## config.mk

```make
export PLATFORM = sky130hd
export DESIGN_NAME = pix_point_op
export DESIGN_NICKNAME = d
export VERILOG_FILES = /design/src/rtl/pix_point_op.sv
export SDC_FILE = /design/constraint.sdc
export NUM_CORES = 1
export LEC_CHECK = 0
export CAP_MARGIN = 10
export CORE_ASPECT_RATIO = 1.4
export CORE_MARGIN = 3
export CORE_UTILIZATION = 30
export CTS_BUF_LIST = sky130_fd_sc_hd__clkbuf_8
export DETAILED_ROUTE_END_ITERATION = 10
export PLACE_DENSITY_LB_ADDON = 0.3
export SKIP_LAST_GASP = 1
export SYNTH_ARGS = -nofsm -noshare
export SYNTH_HDL_FRONTEND = slang
export SYNTH_SLANG_ARGS = --single-unit
```

## constraint.sdc

```tcl
create_clock -name clk -period 9.4 [get_ports clk]
set_clock_uncertainty 0.1 [all_clocks]
set_input_delay 1.88 -clock clk [delete_from_list [all_inputs] [get_ports clk]]
set_output_delay 1.88 -clock clk [all_outputs]
set_load 0.02 [all_outputs]
```

## src/rtl/pix_point_op.sv

```systemverilog
// pix_point_op: single registered per-pixel point operation on the Frame
// interface (val/rdy with sof/eof/sol/eol markers). Every channel gets the
// same operation: pass, invert, saturating offset or binary threshold.
// The configuration is captured on each accepted sof beat, so a whole frame
// is always processed with one set of settings.
// Optional build macro: PIX_LINE_CHECK_EN adds a per-line pixel counter and
// a sticky line_err flag. Without it, line_err is tied to 0.
module pix_point_op #(
  parameter int CH_NUM = 3,
  parameter int CH_W   = 8
) (
  input  logic                     clk,
  input  logic                     rst_n,
  input  logic [1:0]               cfg_mode,
  input  logic [CH_W-1:0]          cfg_offset,
  input  logic                     cfg_sub,
  input  logic [CH_W-1:0]          cfg_thr,
  input  logic [10:0]              cfg_img_w,
  input  logic                     m_frm_val,
  output logic                     m_frm_rdy,
  input  logic [CH_NUM*CH_W-1:0]   m_frm_data,
  input  logic                     m_frm_sof,
  input  logic                     m_frm_eof,
  input  logic                     m_frm_sol,
  input  logic                     m_frm_eol,
  output logic                     s_frm_val,
  input  logic                     s_frm_rdy,
  output logic [CH_NUM*CH_W-1:0]   s_frm_data,
  output logic                     s_frm_sof,
  output logic                     s_frm_eof,
  output logic                     s_frm_sol,
  output logic                     s_frm_eol,
  output logic                     line_err
);

  localparam int DATA_WIDTH = CH_NUM * CH_W;

  localparam logic [1:0] MODE_PASS   = 2'd0;
  localparam logic [1:0] MODE_INVERT = 2'd1;
  localparam logic [1:0] MODE_OFFSET = 2'd2;
  localparam logic [1:0] MODE_THRESH = 2'd3;

  logic            accept;
  logic            use_live;
  logic [1:0]      sh_mode;
  logic [CH_W-1:0] sh_offset;
  logic            sh_sub;
  logic [CH_W-1:0] sh_thr;
  logic [1:0]      eff_mode;
  logic [CH_W-1:0] eff_offset;
  logic            eff_sub;
  logic [CH_W-1:0] eff_thr;
  logic [DATA_WIDTH-1:0] proc_data;

  // One channel's point operation; offset math carries one extra bit so the
  // carry/borrow decides the saturation.
  function automatic logic [CH_W-1:0] chan_op(
    input logic [1:0]      mode,
    input logic [CH_W-1:0] c,
    input logic [CH_W-1:0] off,
    input logic            sub,
    input logic [CH_W-1:0] thr
  );
    logic [CH_W:0] ext;
    chan_op = c;
    ext     = '0;
    case (mode)
      MODE_PASS:   chan_op = c;
      MODE_INVERT: chan_op = ~c;
      MODE_OFFSET: begin
        if (sub) begin
          ext     = {1'b0, c} - {1'b0, off};
          chan_op = ext[CH_W] ? '0 : ext[CH_W-1:0];
        end else begin
          ext     = {1'b0, c} + {1'b0, off};
          chan_op = ext[CH_W] ? '1 : ext[CH_W-1:0];
        end
      end
      MODE_THRESH: chan_op = (c >= thr) ? '1 : '0;
      default:     chan_op = c;
    endcase
  endfunction

  assign m_frm_rdy = ~s_frm_val | s_frm_rdy;
  assign accept    = m_frm_val & m_frm_rdy;
  // The sof beat itself uses the live settings it is about to capture.
  assign use_live  = accept & m_frm_sof;

  assign eff_mode   = use_live ? cfg_mode   : sh_mode;
  assign eff_offset = use_live ? cfg_offset : sh_offset;
  assign eff_sub    = use_live ? cfg_sub    : sh_sub;
  assign eff_thr    = use_live ? cfg_thr    : sh_thr;

  // Apply the selected operation to every channel of the incoming pixel.
  always_comb begin
    // NOTE: default every always_comb output first so no path infers a latch.
    proc_data = '0;
    for (int k = 0; k < CH_NUM; k++) begin
      proc_data[k*CH_W +: CH_W] = chan_op(eff_mode, m_frm_data[k*CH_W +: CH_W],
                                          eff_offset, eff_sub, eff_thr);
    end
  end

  // Capture the configuration at the start of each frame.
  always_ff @(posedge clk or negedge rst_n) begin
    if (!rst_n) begin
      sh_mode   <= MODE_PASS;
      sh_offset <= '0;
      sh_sub    <= 1'b0;
      sh_thr    <= '0;
    end else if (use_live) begin
      // NOTE: sequential state uses non-blocking assignments so every register
      // samples pre-edge values regardless of statement order.
      sh_mode   <= cfg_mode;
      sh_offset <= cfg_offset;
      sh_sub    <= cfg_sub;
      sh_thr    <= cfg_thr;
    end
  end

  // Output register: load on accept, drop valid when drained, hold on stall.
  always_ff @(posedge clk or negedge rst_n) begin
    if (!rst_n) begin
      s_frm_val  <= 1'b0;
      s_frm_data <= '0;
      s_frm_sof  <= 1'b0;
      s_frm_eof  <= 1'b0;
      s_frm_sol  <= 1'b0;
      s_frm_eol  <= 1'b0;
    end else if (accept) begin
      s_frm_val  <= 1'b1;
      s_frm_data <= proc_data;
      s_frm_sof  <= m_frm_sof;
      s_frm_eof  <= m_frm_eof;
      s_frm_sol  <= m_frm_sol;
      s_frm_eol  <= m_frm_eol;
    end else if (s_frm_rdy) begin
      s_frm_val  <= 1'b0;
    end
  end

`ifdef PIX_LINE_CHECK_EN
  logic [10:0] pix_cnt;
  logic [10:0] next_cnt;
  logic        len_bad;

  // Count including the current beat; sol restarts at 1, the count saturates.
  assign next_cnt = m_frm_sol ? 11'd1 :
                    (&pix_cnt) ? pix_cnt : pix_cnt + 11'd1;
  assign len_bad  = m_frm_eol & (next_cnt != cfg_img_w);

  // Per-line pixel counter and sticky length error, cleared by sof.
  always_ff @(posedge clk or negedge rst_n) begin
    if (!rst_n) begin
      pix_cnt  <= '0;
      line_err <= 1'b0;
    end else if (accept) begin
      pix_cnt <= next_cnt;
      if (m_frm_sof)    line_err <= len_bad;
      else if (len_bad) line_err <= 1'b1;
    end
  end
`else
  logic unused_img_w;
  assign unused_img_w = ^cfg_img_w;
  assign line_err     = 1'b0;
`endif

endmodule

```

==> flow_summary.yaml, run 1 <==
synthesis:
  syn-num-nets: 844
  synth_flop_cell: "dfrtp_1"
  synth_area_mm2: 0.005692
  synth_area_per_cell_um2: 8.190
  synth_edf_count: 0
  syn_inst: 695
  yosysWarnings: 0
  synthDistinctLibCells: 70
  ys_seq_area_share_pct: 21.10
  synth_seq_cells: 48
  synthArstFlopShare_pct: 100.0
finish:
  antenna_cells: 0
  finish.instance_area_mm2: 0.006789
  seq_area_mm2: 0.001201
  syn2layout_area_growth_pct: 19.28
  final_util_pct: 36.49
  multi_input_area_mm2: 0.004179
  n_fill_cell: 1988
  nets: 906
  layout-drive-gt1-share_pct: 7.520
setup_path:
  worstPathArrival_ns: 6.23
  path_class: "primary input to register"
  cp-start-kind: "primary input"
  required_ns: 9.51
  cp_max_fo: 20
  rr_worst_depth: 11
  end_kind: "register"
clock_network:
  cts-resized-gates: 0
  h-tree-depth: 2
  post_cts_buffers: 0
  cts_root_buf: "clkbuf_8"
  cts_buffers: 5
  cts.sinks: 48
  path_clk_slew_ns: 0.10
  clock_path_buffers: 2
  ctsHoldBuffers: 0
  clkLatencyLatePin_ns: 0.32
  cts_tree: "done"
routing:
  drc: 0
  drt-pass1-iter-count: 5
  routed_wirelength_mm: 18.94
  first_iter_violations: 295
  vias_per_cell: 5.354
  wl_per_cell_um: 18.90
  vias: 5365
  postRouteAntennaNets: 0
worst_hold_path:
  hold_depth: 2
  min_path_type: "register to register"
run:
  maxCapViolCount: 0
floorplan:
  initial_core_util_pct: 30.60
  die_y_um: 169.0
  die_w_um: 122.4
  dieArea_mm2: 0.02068
  placeableCoreArea_mm2: 0.01860
  rows: 59
  io_pins: 93
global_routing:
  grt_pass1_wl_mm: 29.65
  gr-total-overflow: 0
  grt_pass1_vias: 5396
  grt_antenna_before_repair: 0
  grt_max_degree: 49
  grt_usage_pct: 18.43
sta:
  maxSlewViolCount: 0
  worst_pin_slew_ns: 0.8849
  layout_min_cycle_time_ns: 6.113
  post-route-period-util_pct: 65.03
  whs_ns: 0.3920
  max-slew-margin-rel_pct: 40.46
  fin_tns_setup_ns: 0
  final_hold_viol_count: 0
  fmax_mhz: 163.6
  setup_viol: 0
  rsz0062_at_grt: "false"
placed_design:
  io_buffers: 80
  hpwlAfterDp_mm: 14.99
  place.gp.congestion: 0.9009
  placed_area_mm2: 0.006691
status:
  status: "finished clean"
pwr:
  clock_power_share_pct: 12.1
  p_switching_uw: 564.1
  netSwitchingFraction_pct: 47.15
  vdd_drop_max_mv: 0.07805
  comb_power_share_pct: 64.2
  p_leak_uw: 0.002816
  power.density_mw_per_mm2: 176.2
  seqPwrFrac_pct: 23.7
  p_int_uw: 632.3
[critical path, stage by stage]
cell and delay [ns]:
clkdlybuf4s50_1 0.44, nand2b_1 0.36, and2_1 0.55, buf_4 0.40, mux2_2 0.46, ha_1 0.49
nand4_1 0.23, a21oi_1 0.06, nor4_1 0.74, nand3_1 0.19, a221oi_1 0.31, o21ai_1 0.11
[registers in the layout, indices dropped and copies added, names as in the netlist]
signal      cells
s_frm_data     24
sh_offset       8
sh_thr          8
sh_mode         2
s_frm_eof       1
s_frm_eol       1
s_frm_sof       1
s_frm_sol       1
s_frm_val       1
sh_sub          1
[synthesized netlist by cell type (12+ instances only)]
| master | number | area share [%] |
|---|---|---|
| inv_1 | 41 | 2.7 |
| o21ai_0 | 40 | 3.5 |
| nand2_1 | 55 | 3.6 |
| nor2_1 | 61 | 4.0 |
| clkbuf_1 | 17 | 1.1 |
| nor3_1 | 19 | 1.7 |
| a211oi_1 | 16 | 2.1 |
| or2_2 | 13 | 1.4 |
| nand2b_1 | 14 | 1.5 |
| dfrtp_1 | 48 | 21 |
| a21oi_1 | 57 | 5.0 |
| xnor2_1 | 17 | 2.6 |
| ha_1 | 81 | 18 |
| xor2_1 | 12 | 1.8 |
| a31oi_1 | 12 | 1.3 |
| nor2b_1 | 16 | 1.8 |
| mux2_2 | 13 | 2.6 |
[power groups by stage]
stage | registers, uW | clock network [uW] | logic, uW
6_report | 283 | 145 | 768
5_1_grt | 291 | 154 | 847
4_1_cts | 284 | 148 | 770
3_5_place_dp | 288 | 0 | 767
3_3_place_gp | 288 | 0 | 762
2_1_floorplan | 322 | 0 | 476
[cells by family after synthesis]
kind of cell / count (synthesis) / synth area share [%]
flip-flops: 48 / 21.10
XOR/XNOR: 29 / 4.462
AND/OR/NAND/NOR: 225 / 20.03
adder cells (fa/ha/maj): 87 / 19.92
buffers and inverters: 74 / 5.584
multiplexers: 23 / 4.331
AO/OA/AOI/OAI: 208 / 24.51
other: 1 / 0.06589
[routing by layer]
layer  GRT usage (%)  share of wire, %  vias up
met5               0                 0        -
met4           7.212               3.3        0
met3           1.805               4.0       38
met2           34.49                54      168
met1           21.12                39     2534
li1                -                 -     2625
[cell type report]
type	count	area share, %
repair buffers	87	12.50
clock buffers	6	1.216
clock inverters	2	0.2212
flip-flops and latches	48	17.69
inverters	42	2.322
multi-input cells	573	61.56
well taps	244	4.497
[placed cells by master, fill, tap and decap left out, types with 4 or more instances in the layout]
cell	n
o311ai_1	4
or3_1	5
nor2b_1	16
o31ai_1	4
o211ai_1	4
xor2_1	12
dfrtp_1	48
inv_1	41
nand2_1	55
o31a_1	6
clkbuf_8	6
and2_1	9
ha_1	81
a311oi_1	4
o21ai_0	40
mux2i_1	10
nor3_1	19
or2_2	13
fa_1	6
nand2b_1	14
mux2_2	13
o21bai_1	6
xnor2_1	17
a211oi_1	16
nor2_1	61
o221ai_1	4
o22ai_1	10
a31oi_1	11
a221oi_1	6
buf_4	7
nand3b_1	6
clkdlybuf4s50_1	79
nor3b_1	4
a21oi_1	57
nand3_1	8
[final timing paths]
kind | start | endpoint | slack, ns
setup / recovery | s_frm_rdy | s_frm_data[14] | 3.29
hold / removal | s_frm_eof | s_frm_eof | 0.39
setup reg to reg | s_frm_val | s_frm_data[14] | 4.93
hold reg to reg | s_frm_eof | s_frm_eof | 0.39
max in group asynchronous | rst_n | sh_sub | 7.17
min in group asynchronous | rst_n | sh_offset[3] | 1.57
[per-stage QoR]
stage | total power [uW] | worst slack [ns] | cells
final | 1196 | 3.287 | 1002
after global routing | 1292 | 3.078 | 1002
after CTS | 1203 | 3.304 | 1002
after detailed placement | 1055 | 2.955 | 994
after global placement | 1051 | 2.928 | 994
after floorplan | 798.0 | 4.197 | 695
No activity file was read; power rests on OpenSTA's default activity.
==> run 2, diff against run 1 <==
clock period = 5.8 ns   (was 9.4 ns; I/O delays follow)
==> flow_summary.yaml, run 2 (synthesized netlist as in run 1, its figures left out) <==
status:
  status: "finished clean"
placed_design:
  dp.cells: 1007
  placed_area_mm2: 0.006802
  place.gp.congestion: 0.8872
  io_buffers: 80
  hpwlAfterDp_mm: 15.01
finish:
  final_cell_mix: "ha_1, clkdlybuf4s50_1, nor2_1, a21oi_1, nand2_1"
  n_fill_cell: 1982
  nets: 919
  antenna_cells: 0
  layout-drive-gt1-share_pct: 9.079
  finalNonFillerCells: 1015
  finish.instance_area_mm2: 0.006899
  syn2layout_area_growth_pct: 21.21
  largest_reg_flops: 24
  layout_commonest_cell: "ha_1"
  final_util_pct: 37.09
  reg_top3: "s_frm_data (24), sh_offset (8), sh_thr (8)"
  top_register: "s_frm_data"
sta:
  rsz0062_at_grt: "false"
  maxSlewViolCount: 0
  whs_ns: 0.3878
  setup_viol: 0
  final_hold_viol_count: 0
  layout_min_cycle_time_ns: 4.930
  fmax_mhz: 202.8
  worst_pin_slew_ns: 0.7380
  fin_tns_setup_ns: 0
  max-slew-margin-rel_pct: 50.17
  post-route-period-util_pct: 85.00
setup_path:
  worstPathArrival_ns: 5.04
  end_kind: "register"
  cp_max_fo: 29
  cp-start-kind: "primary input"
  required_ns: 5.91
  path_class: "primary input to register"
  rr_worst_depth: 14
floorplan:
  dieArea_mm2: 0.02068
  die_y_um: 169.0
  rows: 59
  placeableCoreArea_mm2: 0.01860
  initial_core_util_pct: 30.60
  die_w_um: 122.4
  io_pins: 93
clock_network:
  cts_buffers: 5
  cts-resized-gates: 0
  ctsHoldBuffers: 0
  cts_root_buf: "clkbuf_8"
  h-tree-depth: 2
  clock_path_buffers: 2
  cts_tree: "done"
  clkLatencyLatePin_ns: 0.32
  cts.sinks: 48
  path_clk_slew_ns: 0.11
  post_cts_buffers: 0
global_routing:
  gr-total-overflow: 0
  grt_pass1_vias: 5389
  grt_usage_pct: 18.61
  gr-usage-met3_pct: 1.237
  grt_busiest_layer: "met2"
  grt_util_met2_pct: 34.47
  grt_use_met1_pct: 21.89
  grt_antenna_before_repair: 0
  grt_max_degree: 49
  grt_pass1_wl_mm: 29.91
routing:
  drt-pass1-iter-count: 5
  vias_per_cell: 5.329
  drc: 0
  wl_per_cell_um: 18.85
  routed_wirelength_mm: 19.13
  vias: 5409
  first_iter_violations: 242
  postRouteAntennaNets: 0
pwr:
  p_leak_uw: 0.002882
  vdd_drop_max_mv: 0.1125
  power.density_mw_per_mm2: 286.1
run:
  maxCapViolCount: 0
worst_hold_path:
  hold_depth: 2
  min_path_type: "register to register"
==> run 2: power breakdown <==
part / switching [uW] / internal [uW] / total, uW
clock network: 140 / 97.2 / 237
registers: 48.5 / 414 / 463
logic: 737 / 537 / 1270
==> run 2: worst max-delay path, cell delays in order <==
cell and delay [ns]:
clkdlybuf4s50_1 0.65, and2_4 0.25, and2_1 0.18, buf_12 0.21, mux2_2 0.47, ha_1 0.24
inv_1 0.07, fa_1 0.24, nor2b_4 0.06, a221oi_4 0.31, o21ai_2 0.14, a2111oi_4 0.57
a211oi_1 0.15, o31a_1 0.30
==> run 2: stage by stage <==
stage,setup WS (ns),power (uW)
floorplan,1.317,1293
global placement,0.5202,1735
detailed placement,0.5266,1742
CTS,0.8653,1981
global route,0.6179,2125
finish,0.8697,1974
==> run 2: worst paths after layout <==
check,startpoint,to,slack [ns]
hold / removal,s_frm_eol,s_frm_eol,0.39
hold reg to reg,s_frm_eol,s_frm_eol,0.39
setup / recovery,m_frm_sof,s_frm_data[20],0.87
setup reg to reg,s_frm_val,s_frm_data[20],1.97
max in group asynchronous,rst_n,s_frm_data[8],4.30
min in group asynchronous,rst_n,sh_thr[2],0.85
==> run 2: metal layers <==
metal | vias to the layer above | part of all wire (%)
met2 | 125 | 54
met1 | 2599 | 40
met4 | 0 | 3.4
li1 | 2650 | -
met5 | - | 0
met3 | 35 | 2.7
==> run 2: area by class of cell <==
cell class | count | area [um2] | area share (%)
flip-flops and latches | 48 | 1201 | 17.41
multi-input cells | 573 | 4179 | 60.57
inverters | 42 | 157.7 | 2.285
clock inverters | 2 | 15.01 | 0.2176
repair buffers | 100 | 958.4 | 13.89
clock buffers | 6 | 82.58 | 1.197
well taps | 244 | 305.3 | 4.425
==> run 3, diff against run 2 <==
GPL_TIMING_DRIVEN = 0   (was unset)
==> flow_summary.yaml, run 3 (synthesized netlist as in run 1, its figures left out) <==
clock_network:
  cts_tree: "done"
  path_clk_slew_ns: 0.10
  cts_root_buf: "clkbuf_8"
  clock_path_buffers: 2
  cts-resized-gates: 0
  cts_buffers: 5
  h-tree-depth: 2
  clkLatencyLatePin_ns: 0.32
  cts.sinks: 48
  post_cts_buffers: 0
  ctsHoldBuffers: 0
sta:
  post-route-period-util_pct: 95.40
  maxSlewViolCount: 0
  fmax_mhz: 180.7
  layout_min_cycle_time_ns: 5.533
  rsz0062_at_grt: "false"
  worst_pin_slew_ns: 1.001
  final_hold_viol_count: 0
  setup_viol: 0
  max-slew-margin-rel_pct: 33.25
  whs_ns: 0.3830
pwr:
  power.density_mw_per_mm2: 289.6
  p_leak_uw: 0.002890
  vdd_drop_max_mv: 0.1342
global_routing:
  gr-usage-met3_pct: 1.537
  grt_usage_pct: 19.88
  gr-total-overflow: 0
  grt_util_met2_pct: 35.97
  grt_max_degree: 29
  grt_use_met1_pct: 23.37
  grt_pass1_wl_mm: 31.48
  grt_pass1_vias: 5600
  grt_busiest_layer: "met2"
  grt_antenna_before_repair: 0
status:
  status: "finished clean"
worst_hold_path:
  hold_depth: 2
  min_path_type: "register to register"
  min_to: "s_frm_eol"
  hold_path_startpoint: "s_frm_eol"
finish:
  final_util_pct: 37.15
  reg_top3: "s_frm_data (24), sh_offset (8), sh_thr (8)"
  antenna_cells: 0
  layout-drive-gt1-share_pct: 8.046
  n_fill_cell: 1979
  final_cell_mix: "ha_1, clkdlybuf4s50_1, nor2_1, a21oi_1, nand2_1"
  nets: 931
  top_register: "s_frm_data"
  syn2layout_area_growth_pct: 21.41
  largest_reg_flops: 24
  layout_commonest_cell: "ha_1"
setup_path:
  r2r-end: "s_frm_data[21]"
  slowest_stage: "clkdlybuf4s50_1"
  critPathTopFamily: "buffers and inverters"
  r2r_start: "s_frm_val"
  cp_max_fo: 10
  cp-start-kind: "primary input"
  required_ns: 5.90
  rr_worst_depth: 14
  worstPathArrival_ns: 5.64
  critPathMaxStageDelay_ns: 0.66
  crit_chain: "clkdlybuf4s50_1 > and2_4 > and2_1 > buf_4 > buf_2 > mux2_2 > inv_1 > fa_1 > nor2b_4 > a221oi_4 > o21ai_2 > a2111oi_4 > a221oi_1 > a2bb2oi_1"
  r2r_slack_ns: 1.38
  path_class: "primary input to register"
  cp.buffers_inverters: 4
  end_kind: "register"
floorplan:
  dieArea_mm2: 0.02068
  initial_core_util_pct: 30.60
  die_w_um: 122.4
  rows: 59
  io_pins: 93
  die_y_um: 169.0
  placeableCoreArea_mm2: 0.01860
routing:
  drt-pass1-iter-count: 5
  wl_per_cell_um: 20.06
  first_iter_violations: 381
  vias_per_cell: 5.457
  routed_wirelength_mm: 20.60
  drc: 0
  postRouteAntennaNets: 0
  vias: 5604
run:
  maxCapViolCount: 0
placed_design:
  place.gp.congestion: 0.9262
  io_buffers: 79
  hpwlAfterDp_mm: 16.21
run 3: cell types whose count changed in the layout (fill, tap and decap cells not counted), sizes merged:
cell           before  now
clkbuf              6   22
clkdlybuf4s50      79   78
inv                42   43
clkinv              0    1
buf                21   17
clkinvlp            2    0
bufinv              0    1
run 3: worst reg2reg max path, delay by kind of cell, from the launching register on:
kind                       cells  cell delay (ns)
AOI/OAI and AO/OA              5             1.52
adders and majority gates      1             0.37
buffers and inverters          4             1.11
DFF                            1             0.39
muxes                          1             0.49
and+or+nand+nor                3             0.32
run 3: final cells by class:
| type | count | area [um2] | share of cell area [%] |
|---|---|---|---|
| Sequential cell | 48 | 1201 | 17.38 |
| Timing Repair Buffer | 80 | 805.8 | 11.66 |
| Clock inverter | 3 | 38.79 | 0.5613 |
| Multi-Input combinational cell | 573 | 4173 | 60.38 |
| Buffer | 32 | 160.2 | 2.318 |
| Inverter | 42 | 157.7 | 2.281 |
| Tap cell | 244 | 305.3 | 4.418 |
| Clock buffer | 5 | 68.82 | 0.9958 |
run 3: worst max-delay path by stage:
stage | startpoint | to | cells after the start | slack [ns]
2_1_floorplan | s_frm_rdy | s_frm_data[17] | 14 | 1.32
3_3_place_gp | m_frm_sof | s_frm_data[17] | 14 | -0.08
3_5_place_dp | m_frm_sof | s_frm_data[17] | 14 | -0.09
4_1_cts | m_frm_sof | s_frm_data[17] | 14 | 0.23
5_1_grt | m_frm_sof | s_frm_data[17] | 14 | 0.02
6_report | m_frm_sof | s_frm_data[21] | 14 | 0.27
run 3: metrics by stage:
stage	setup WS [ns]	total power [uW]	instances	instance area [um2]	TNS, ns
after floorplan	1.317	1293	695	5692	0
after global placement	-0.08469	1729	1018	6788	-0.4250
after detailed placement	-0.09499	1735	1019	6803	-0.4649
after CTS	0.2256	2005	1027	6910	0
after global routing	0.02162	2151	1027	6910	0
final	0.2671	2001	1027	6910	0
run 3: report_power, final:
group	switching [uW]	internal (uW)	total, uW
registers	42.6	414	457
clock network	136	127	263
logic	762	520	1280
total	941	1060	2000
run 3: layer usage:
layer / part of all wire, % / routed length, um / vias up
met5: 0 / 0 / -
met4: 4.3 / 894 / 0
met3: 4.0 / 818 / 56
met2: 52 / 10820 / 173
met1: 39 / 8072 / 2698
li1: - / - / 2677
